--- src/rtl/prog_sequencer_pkg.sv ---
// Shared definitions for the 9-bit core: sequencer state encoding, opcode
// constants and the instruction-class helpers used by sequencer and decoder.
package prog_sequencer_pkg;

  typedef enum logic [1:0] {
    ST_IDLE    = 2'd0,
    ST_RUN     = 2'd1,
    ST_MEMWAIT = 2'd2,
    ST_HALT    = 2'd3
  } state_t;

  localparam logic [3:0] OP_LOAD  = 4'b0000;
  localparam logic [3:0] OP_STORE = 4'b0011;
  localparam logic [3:0] OP_BEQ   = 4'b1010;
  localparam logic [3:0] OP_BTR   = 4'b1011;
  localparam logic [3:0] OP_HALT  = 4'b1111;
  localparam int         CREATE_BIT = 8;

  // Opcode classes only exist when the create bit is clear.
  function automatic logic is_memop(input logic create, input logic [3:0] op);
    return !create && (op == OP_LOAD || op == OP_STORE);
  endfunction

  function automatic logic is_haltop(input logic create, input logic [3:0] op);
    return !create && (op == OP_HALT);
  endfunction

endpackage

--- src/rtl/prog_sequencer_if.sv ---
// Sequencer connection bundle: host Start/Done, ROM, decoder flags, ALU flags,
// branch-target LUT and data-memory handshake.
interface prog_sequencer_if #(
  parameter int PC_W = 10
);
  logic            Start;
  logic [PC_W-1:0] StartAddr;
  logic [8:0]      Instruction;
  logic            BeqEn;
  logic            BtrEn;
  logic            ZeroFlag;
  logic            TrueFlag;
  logic [PC_W-1:0] Target;
  logic            MemAck;
  logic [PC_W-1:0] PC;
  logic            MemReq;
  logic            Commit;
  logic            Busy;
  logic            Done;
  logic            Fault;
  logic [15:0]     CycleCnt;

  modport master (
    input  Start, StartAddr, Instruction, BeqEn, BtrEn, ZeroFlag, TrueFlag,
           Target, MemAck,
    output PC, MemReq, Commit, Busy, Done, Fault, CycleCnt
  );

  modport slave (
    output Start, StartAddr, Instruction, BeqEn, BtrEn, ZeroFlag, TrueFlag,
           Target, MemAck,
    input  PC, MemReq, Commit, Busy, Done, Fault, CycleCnt
  );
endinterface

--- src/rtl/prog_sequencer_cycle_counter.sv ---
// 16-bit saturating cycle counter with synchronous clear and enable; only
// instantiated when PROG_SEQ_CYCLE_COUNTER_EN is defined.
module cycle_counter (
  input  logic        clk,
  input  logic        rst_n,
  input  logic        clr,
  input  logic        en,
  output logic [15:0] cnt
);

  always_ff @(posedge clk or negedge rst_n) begin
    if (!rst_n) begin
      cnt <= '0;
    end else if (clr) begin
      cnt <= '0;
    end else if (en && cnt != 16'hFFFF) begin
      cnt <= cnt + 16'd1;
    end
  end

endmodule

--- src/rtl/prog_sequencer.sv ---
// Program sequencer: owns the PC, runs fetch/execute/retire, stalls on memory.
// Optional executed-cycle counter enabled by PROG_SEQ_CYCLE_COUNTER_EN.
module prog_sequencer
  import prog_sequencer_pkg::*;
#(
  parameter int PC_W        = 10,
  parameter int MEM_TIMEOUT = 15
) (
  input  logic Clk,
  input  logic Reset_n,
  prog_sequencer_if.master bus
);

  localparam logic [PC_W-1:0] PC_MAX   = '1;
  localparam logic [3:0]      TMO_LAST = 4'(MEM_TIMEOUT - 1);

  state_t          state, state_nxt;
  logic [PC_W-1:0] pc, pc_nxt;
  logic            done, done_nxt;
  logic            fault, fault_nxt;
  logic [3:0]      tcnt, tcnt_nxt;
  logic            memop, haltop, taken, step;
  logic            memreq, commit, busy;
  logic            unused_lsb;

  assign memop      = is_memop(bus.Instruction[CREATE_BIT], bus.Instruction[7:4]);
  assign haltop     = is_haltop(bus.Instruction[CREATE_BIT], bus.Instruction[7:4]);
  assign taken      = (bus.BeqEn & bus.ZeroFlag) | (bus.BtrEn & bus.TrueFlag);
  // Low nibble only feeds the external branch-target LUT.
  assign unused_lsb = ^bus.Instruction[3:0];

  always_ff @(posedge Clk or negedge Reset_n) begin
    if (!Reset_n) begin
      state <= ST_IDLE;
      pc    <= '0;
      done  <= 1'b0;
      fault <= 1'b0;
      tcnt  <= '0;
    end else begin
      state <= state_nxt;
      pc    <= pc_nxt;
      done  <= done_nxt;
      fault <= fault_nxt;
      tcnt  <= tcnt_nxt;
    end
  end

  always_comb begin
    state_nxt = state;
    pc_nxt    = pc;
    done_nxt  = done;
    fault_nxt = fault;
    tcnt_nxt  = tcnt;
    step      = 1'b0;
    case (state)
      ST_IDLE: begin
        if (bus.Start) begin
          pc_nxt    = bus.StartAddr;
          state_nxt = ST_RUN;
        end
      end
      ST_RUN: begin
        if (haltop) begin
          done_nxt  = 1'b1;
          state_nxt = ST_HALT;
        end else if (memop) begin
          if (bus.MemAck) begin
            step = 1'b1;
          end else begin
            tcnt_nxt  = '0;
            state_nxt = ST_MEMWAIT;
          end
        end else if (taken) begin
          pc_nxt = bus.Target;
        end else begin
          step = 1'b1;
        end
      end
      ST_MEMWAIT: begin
        if (bus.MemAck) begin
          step      = 1'b1;
          state_nxt = ST_RUN;
        end else if (tcnt == TMO_LAST) begin
          fault_nxt = 1'b1;
          done_nxt  = 1'b1;
          state_nxt = ST_HALT;
        end else begin
          tcnt_nxt = tcnt + 4'd1;
        end
      end
      ST_HALT: begin
        if (bus.Start) begin
          pc_nxt    = bus.StartAddr;
          done_nxt  = 1'b0;
          fault_nxt = 1'b0;
          state_nxt = ST_RUN;
        end
      end
      default: state_nxt = ST_IDLE;
    endcase
    // Sequential fall-through never wraps: running off the top of ROM faults.
    if (step) begin
      if (pc == PC_MAX) begin
        fault_nxt = 1'b1;
        done_nxt  = 1'b1;
        state_nxt = ST_HALT;
      end else begin
        pc_nxt = pc + PC_W'(1);
      end
    end
  end

  always_comb begin
    memreq = 1'b0;
    commit = 1'b0;
    busy   = 1'b0;
    case (state)
      ST_RUN: begin
        busy   = 1'b1;
        memreq = memop;
        commit = !haltop && (!memop || bus.MemAck);
      end
      ST_MEMWAIT: begin
        busy   = 1'b1;
        memreq = 1'b1;
        commit = bus.MemAck;
      end
      default: ;
    endcase
  end

  assign bus.PC     = pc;
  assign bus.MemReq = memreq;
  assign bus.Commit = commit;
  assign bus.Busy   = busy;
  assign bus.Done   = done;
  assign bus.Fault  = fault;

`ifdef PROG_SEQ_CYCLE_COUNTER_EN
  logic start_ok;
  assign start_ok = bus.Start && (state == ST_IDLE || state == ST_HALT);

  cycle_counter u_cycle_counter (
    .clk   (Clk),
    .rst_n (Reset_n),
    .clr   (start_ok),
    .en    (busy),
    .cnt   (bus.CycleCnt)
  );
`else
  assign bus.CycleCnt = '0;
`endif

endmodule

--- src/flat_wrapper.sv ---
// flat-port wrapper written by rule: the top's interface ports become plain ports
module prog_sequencer_flat import prog_sequencer_pkg::*;
#(
  parameter int PC_W        = 10,
  parameter int MEM_TIMEOUT = 15
)
  (Clk, Reset_n, bus_Start, bus_StartAddr, bus_Instruction, bus_BeqEn, bus_BtrEn, bus_ZeroFlag, bus_TrueFlag, bus_Target, bus_MemAck, bus_PC, bus_MemReq, bus_Commit, bus_Busy, bus_Done, bus_Fault, bus_CycleCnt);
  prog_sequencer_if #(.PC_W(PC_W)) bus_i ();
  input  logic Clk;
  input  logic Reset_n;
  input wire logic [$bits(bus_i.Start)-1:0] bus_Start;
  input wire logic [$bits(bus_i.StartAddr)-1:0] bus_StartAddr;
  input wire logic [$bits(bus_i.Instruction)-1:0] bus_Instruction;
  input wire logic [$bits(bus_i.BeqEn)-1:0] bus_BeqEn;
  input wire logic [$bits(bus_i.BtrEn)-1:0] bus_BtrEn;
  input wire logic [$bits(bus_i.ZeroFlag)-1:0] bus_ZeroFlag;
  input wire logic [$bits(bus_i.TrueFlag)-1:0] bus_TrueFlag;
  input wire logic [$bits(bus_i.Target)-1:0] bus_Target;
  input wire logic [$bits(bus_i.MemAck)-1:0] bus_MemAck;
  output wire logic [$bits(bus_i.PC)-1:0] bus_PC;
  output wire logic [$bits(bus_i.MemReq)-1:0] bus_MemReq;
  output wire logic [$bits(bus_i.Commit)-1:0] bus_Commit;
  output wire logic [$bits(bus_i.Busy)-1:0] bus_Busy;
  output wire logic [$bits(bus_i.Done)-1:0] bus_Done;
  output wire logic [$bits(bus_i.Fault)-1:0] bus_Fault;
  output wire logic [$bits(bus_i.CycleCnt)-1:0] bus_CycleCnt;
  assign bus_i.Start = bus_Start;
  assign bus_i.StartAddr = bus_StartAddr;
  assign bus_i.Instruction = bus_Instruction;
  assign bus_i.BeqEn = bus_BeqEn;
  assign bus_i.BtrEn = bus_BtrEn;
  assign bus_i.ZeroFlag = bus_ZeroFlag;
  assign bus_i.TrueFlag = bus_TrueFlag;
  assign bus_i.Target = bus_Target;
  assign bus_i.MemAck = bus_MemAck;
  assign bus_PC = bus_i.PC;
  assign bus_MemReq = bus_i.MemReq;
  assign bus_Commit = bus_i.Commit;
  assign bus_Busy = bus_i.Busy;
  assign bus_Done = bus_i.Done;
  assign bus_Fault = bus_i.Fault;
  assign bus_CycleCnt = bus_i.CycleCnt;
  prog_sequencer #(.PC_W(PC_W), .MEM_TIMEOUT(MEM_TIMEOUT)) u_core (.Clk(Clk), .Reset_n(Reset_n), .bus(bus_i));
endmodule
--- config.mk ---
export PLATFORM = sky130hd
export DESIGN_NAME = prog_sequencer_flat
export DESIGN_NICKNAME = d
export VERILOG_FILES = /design/src/rtl/prog_sequencer_pkg.sv /design/src/rtl/prog_sequencer_if.sv /design/src/rtl/prog_sequencer_cycle_counter.sv /design/src/rtl/prog_sequencer.sv /design/src/flat_wrapper.sv
export SDC_FILE = /design/constraint.sdc
export NUM_CORES = 1
export LEC_CHECK = 0
export BUFFER_PORTS_ARGS = -buffer_cell sky130_fd_sc_hd__buf_2
export CORE_ASPECT_RATIO = 0.6
export CORE_MARGIN = 8
export CORE_UTILIZATION = 50
export DETAILED_ROUTE_END_ITERATION = 8
export HOLD_SLACK_MARGIN = 0.1
export PLACE_DENSITY = 0.8
export SETUP_SLACK_MARGIN = 0.1
export SLEW_MARGIN = 40
export SYNTH_ARGS = -nofsm -noshare
export SYNTH_HDL_FRONTEND = slang
export SYNTH_SLANG_ARGS = --single-unit
--- constraint.sdc ---
create_clock -name Clk -period 3.9 [get_ports Clk]
set_input_delay 0.195 -clock Clk [delete_from_list [all_inputs] [get_ports Clk]]
set_output_delay 0.195 -clock Clk [all_outputs]
set_load 0.02 [all_outputs]
==> results of run 1 <==
[sequential cells by signal (all words and copies together) (netlist names)]
register / cells
u_core.bus.Done: 1
u_core.bus.Fault: 1
u_core.bus.PC: 10
u_core.state: 2
u_core.tcnt: 4
[cell type report]
class | count | area (sq um)
fillers | 351 | 1520
repair buffers | 50 | 260
clock buffers | 3 | 41.3
multi-input cells | 202 | 1310
inverters | 6 | 22.5
well taps | 47 | 58.8
flip-flops and latches | 18 | 450
[kinds of logic after synthesis]
| logic type | count (synthesis) | synth area share |
|---|---|---|
| simple gates | 80 | 0.230 |
| xor+xnor | 9 | 0.0414 |
| flops | 18 | 0.236 |
| mux | 7 | 0.0394 |
| buf+inv | 36 | 0.107 |
| fa+ha+maj | 7 | 0.0460 |
| compound gates | 83 | 0.297 |
| other cells | 1 | 0.00197 |
[worst max-delay path: stages, from the launching register on]
cell and delay (ns):
dfrtp_1 0.48, ha_1 0.31, and3_1 0.21, and4_1 0.23, or2b_1 0.30, nor2_8 0.22
mux2_4 0.32
[power by group]
part | switching, mW | leakage, nW | internal [mW]
logic | 0.588 | 0.738 | 0.405
clock network | 0.0605 | 0.0216 | 0.0686
registers | 0.105 | 0.236 | 0.256
total | 0.753 | 0.995 | 0.730
[stage by stage]
stage          total power [mW]  instances   util
3_5_place_dp               1.35        322  0.572
6_report                   1.48        326  0.586
2_1_floorplan              1.10        256      -
5_1_grt                    1.62        326  0.586
4_1_cts                    1.48        326  0.586
3_3_place_gp               1.33        322  0.571
[layer usage]
layer / vias to the layer above / wire, um / part of all wire
met1: 877 / 2600 / 0.50
met3: 2 / 435 / 0.083
met4: 0 / 17 / 0.0033
li1: 920 / - / -
met5: - / 0 / 0
met2: 64 / 2160 / 0.41
[worst paths after layout]
check                      slack (ns)          endpoint  cells past startpoint             start
max                              1.72  u_core.bus.PC[1]                      6  u_core.bus.PC[0]
min in group asynchronous        0.41  u_core.bus.PC[2]                      2           Reset_n
min reg2reg                      0.50  u_core.bus.Fault                      2  u_core.bus.Fault
max reg2reg                      1.72  u_core.bus.PC[1]                      6  u_core.bus.PC[0]
min                              0.24  u_core.bus.PC[9]                      3     bus_Target[9]
max in group asynchronous        3.20  u_core.bus.Fault                      2           Reset_n
[timing repair]
item                      CTS  global route
buffers inserted            0             0
hold buffers                1             0
hold endpoints to repair   18             0
[Yosys cell counts (7+ instances only)]
| master | instances |
|---|---|
| xor2_1 | 8 |
| o31ai_1 | 8 |
| buf_4 | 16 |
| o211ai_1 | 8 |
| dfrtp_1 | 18 |
| nand3_1 | 8 |
| a21boi_0 | 8 |
| ha_1 | 7 |
| clkbuf_1 | 10 |
| nor2b_1 | 12 |
| o21ai_0 | 10 |
| nor2_1 | 7 |
| and3_1 | 11 |
| o21bai_1 | 7 |
| nand2_1 | 23 |
| a21oi_1 | 23 |
==> results.json, run 1 <==
{
  "wl_per_cell_um": 16.0,
  "status": "complete, no violations",
  "setup_viol": 0,
  "ir_worst_vdd_v": 0.000292,
  "antenna_cells": 0,
  "finalNetCount": 325,
  "syn_area_per_cell_sq_um": 7.91,
  "drive_above_1_share": 0.215,
  "crit_fanout": 10,
  "placed_area_sq_um": 2090,
  "synth_flop_cell": "dfrtp_1",
  "critical_path_class": "reg2reg",
  "numCtsBuffers": 3,
  "drt_iter0_markers": 143,
  "use_met2": 0.246,
  "end_kind": "flop",
  "clk_pin_slew_worst_paths_ns": 0.07,
  "ioPinCount": 68,
  "wirelength_um": 5210,
  "maxCapViolCount": 0,
  "vias": 1863,
  "slew_headroom": 0.569,
  "max_freq_ghz": 0.458,
  "final_common_cell": "buf_2",
  "synth_largest_area_cell": "dfrtp_1",
  "yosysWarnings": 0,
  "cts_root_buffer": "clkbuf_8",
  "antenna_left": 0,
  "power.density_nw_per_um2": 692,
  "die_y_um": 63.8,
  "skew_ns": 0.00393,
  "tritoncts": "built",
  "slew_viol_final": 0,
  "grt-ovfl-total": 0,
  "grt_max_degree": 30,
  "stdcell_area_sq_um": 2140,
  "whs_ns": 0.241,
  "synth_seq_cells": 18,
  "initial_core_util": 0.521,
  "syn_inst": 241,
  "start_kind": "flop",
  "grt.total_usage": 0.176,
  "grt_pass1_vias": 1779,
  "synth_edf_count": 0,
  "die_area_sq_um": 6110,
  "ys_seq_area_frac": 0.236,
  "viasPerCell": 5.71,
  "rows": 17,
  "fin_crit_sh": 0.560,
  "grtUsageMet1": 0.258,
  "fp.dieW_um": 95.7,
  "rsz0062_at_grt": "false",
  "drc_errors": 0,
  "yosys.area.top_type_share": 0.236,
  "worstMarginPinSlew_ns": 0.647,
  "ctsHtreeMaxLevel": 1,
  "finalHoldViolations": 0,
  "gp_congestion": 0.864,
  "post-route-min-period_ns": 2.18,
  "ys_async_sr_fraction": 1.00,
  "cp.required_ns": 4.04,
  "worstPathArrival_ns": 2.32,
  "p_leak_nw": 0.995,
  "met3_usage": 0.0536,
  "ys_types": 51,
  "dp_worst_setup_slack_ns": 1.67,
  "layout_common_cells": "47 x buf_2, 23 x nand2_1, 23 x a21oi_1",
  "areaGrowthSynthToFinish_pct": 12.5,
  "synth_area_leaders": "dfrtp_1 24%, buf_4 6.3%, a21oi_1 6.0%",
  "antenna_found_initial": 0,
  "grt_pass1_wl_um": 8750,
  "clock_latency_ns": 0.25,
  "dp_hpwl_um": 3940,
  "fin_ws_ns": 1.72,
  "io_buffers": 47,
  "cts.repair.resized": 0,
  "grt-busiest-layer": "met1",
  "holdCritPathClass": "in2reg",
  "syn-cell-area_sq_um": 1910,
  "clock_sinks": 18,
  "clockBufferDepth": 2,
  "detail_route.first_pass.iterations": 4,
  "fp.coreArea_sq_um": 3660,
  "timing.setup.tns_ns": 0
}
(Power assumes the default switching activity.)
==> run 2, diff against run 1 <==
==> constraint.sdc (replaced) <==
create_clock -name Clk -period 2.2 [get_ports Clk]
set_input_delay 0.11 -clock Clk [delete_from_list [all_inputs] [get_ports Clk]]
set_output_delay 0.11 -clock Clk [all_outputs]
set_load 0.02 [all_outputs]
==> run 2 against run 1 <==
Via count is 7.2% higher. Non-clock buffer count increased by 15. Global-route usage is 1.3 points higher. Final area is 6.1% higher.
==> results.json, run 2 (synthesized netlist as in run 1, its figures left out) <==
{
  "critPathBufInv": 4,
  "drc_errors": 0,
  "viasPerCell": 5.84,
  "io_buffers": 47,
  "crit_slowest_cell": "dfrtp_1",
  "crit_chain": "inv_1 -> ha_2 -> inv_1 -> buf_4 -> nor3_1 -> o21a_1 -> buf_2",
  "status": "complete, no violations",
  "power.density_nw_per_um2": 1290,
  "antenna_left": 0,
  "cp.required_ns": 2.09,
  "fin_crit_sh": 0.931,
  "slew_headroom": 0.620,
  "wirelength_um": 5680,
  "grt-ovfl-total": 0,
  "numCtsBuffers": 3,
  "detail_route.first_pass.iterations": 5,
  "cts_root_buffer": "clkbuf_8",
  "worstMarginPinSlew_ns": 0.566,
  "max_freq_ghz": 0.488,
  "r2r_slack_ns": 0.21,
  "areaGrowthSynthToFinish_pct": 19.4,
  "crit_fanout": 8,
  "post-route-min-period_ns": 2.05,
  "maxCapViolCount": 0,
  "end_kind": "output pin",
  "worstRegToRegCells": 6,
  "cp_top_family": "buffers and inverters",
  "p_leak_nw": 1.08,
  "finalNetCount": 340,
  "final_common_cell": "buf_2",
  "crit_cells": 7,
  "dp_hpwl_um": 4340,
  "skew_ns": 0.00309,
  "ctsHtreeMaxLevel": 1,
  "start_kind": "flop",
  "ioPinCount": 68,
  "critPathLaunch": "u_core.state[1]",
  "gp_congestion": 0.869,
  "largest_reg_flops": 10,
  "layout_common_cells": "47 x buf_2, 23 x nand2_1, 23 x a21oi_1",
  "ir_worst_vdd_v": 0.000610,
  "vias": 1998,
  "die_area_sq_um": 6110,
  "timing.setup.tns_ns": 0,
  "drive_above_1_share": 0.261,
  "fin_util": 0.622,
  "slew_viol_final": 0,
  "clock_sinks": 18,
  "grt_max_degree": 22,
  "critical_path_class": "reg2out",
  "grt_pass1_wl_um": 9380,
  "rsz0062_at_grt": "true",
  "finalHoldViolations": 0,
  "grt.total_usage": 0.189,
  "cpPeakStageDelay_ns": 0.43,
  "clockBufferDepth": 2,
  "reg2reg_to": "u_core.bus.PC[1]",
  "cts_setup_buffers": 0,
  "wl_per_cell_um": 16.6,
  "grt_pass1_vias": 1862,
  "die_y_um": 63.8,
  "initial_core_util": 0.521,
  "cp_common_cell": "inv_1",
  "fp.dieW_um": 95.7,
  "clock_latency_ns": 0.26,
  "endpoint": "bus_MemReq",
  "antenna_cells": 0,
  "fp.coreArea_sq_um": 3660,
  "r2r_start": "u_core.bus.PC[0]",
  "clk_pin_slew_worst_paths_ns": 0.07,
  "setup_viol": 0,
  "rows": 17,
  "antenna_found_initial": 0,
  "worstPathArrival_ns": 1.94,
  "holdCritPathClass": "in2reg",
  "tritoncts": "built",
  "drt_iter0_markers": 164,
  "whs_ns": 0.142
}
## run 2: how the worst min path moves through the flow
| stage | depth (start not counted) | start | to | slack, ns |
|---|---|---|---|---|
| finish | 3 | bus_Target[9] | u_core.bus.PC[9] | 0.14 |
| global route | 3 | bus_Target[9] | u_core.bus.PC[9] | 0.16 |
| CTS | 3 | bus_Target[9] | u_core.bus.PC[9] | 0.12 |
| detailed placement | 1 | Reset_n | u_core.bus.PC[7] | 0.07 |
| global placement | 1 | Reset_n | u_core.bus.PC[7] | 0.07 |
| floorplan | 0 | Reset_n | u_core.bus.Done | -0.19 |
## run 2: layout make-up
class	instances	area, sq um
inverters	6	22.5
flip-flops and latches	18	450
repair buffers	65	373
clock buffers	4	55.1
well taps	47	58.8
multi-input cells	202	1320
fillers	335	1380
## run 2: where the power goes
group	leakage [nW]	switching, mW	internal, mW
Clock	0.0288	0.124	0.159
Combinational	0.813	1.19	0.876
Sequential	0.236	0.125	0.454
Total	1.08	1.44	1.49
## run 2: metal layers
layer / global-route usage / share of wire / vias to the layer above
met3: 0.0571 / 0.11 / 8
met2: 0.256 / 0.40 / 117
li1: - / - / 949
met4: 0.0267 / 0.0088 / 0
met1: 0.286 / 0.48 / 924
met5: 0 / 0 / -
## run 2: what timing repair did
action / CTS / global route
endpoints found under the hold margin: 18 / 0
resized for setup: 0 / 2
endpoints found under the setup margin: 0 / 9
hold buffers: 1 / 0
## run 2: per-stage QoR
stage / worst slack [ns] / power (mW) / std cells / area, sq um
2_1_floorplan: 0.111 / 1.96 / 256 / 1960
3_3_place_gp: 0.218 / 2.54 / 337 / 2200
3_5_place_dp: 0.152 / 2.60 / 337 / 2200
4_1_cts: 0.105 / 2.89 / 342 / 2270
5_1_grt: 0.0641 / 3.13 / 342 / 2270
6_report: 0.151 / 2.93 / 342 / 2270
## run 2: worst reg2reg max path, cell delays in order, from the launching register on
cell,delay [ns]
dfrtp_1,0.39
ha_1,0.25
and3_1,0.21
and4_1,0.24
or2b_1,0.30
nor2_8,0.19
mux2_4,0.31
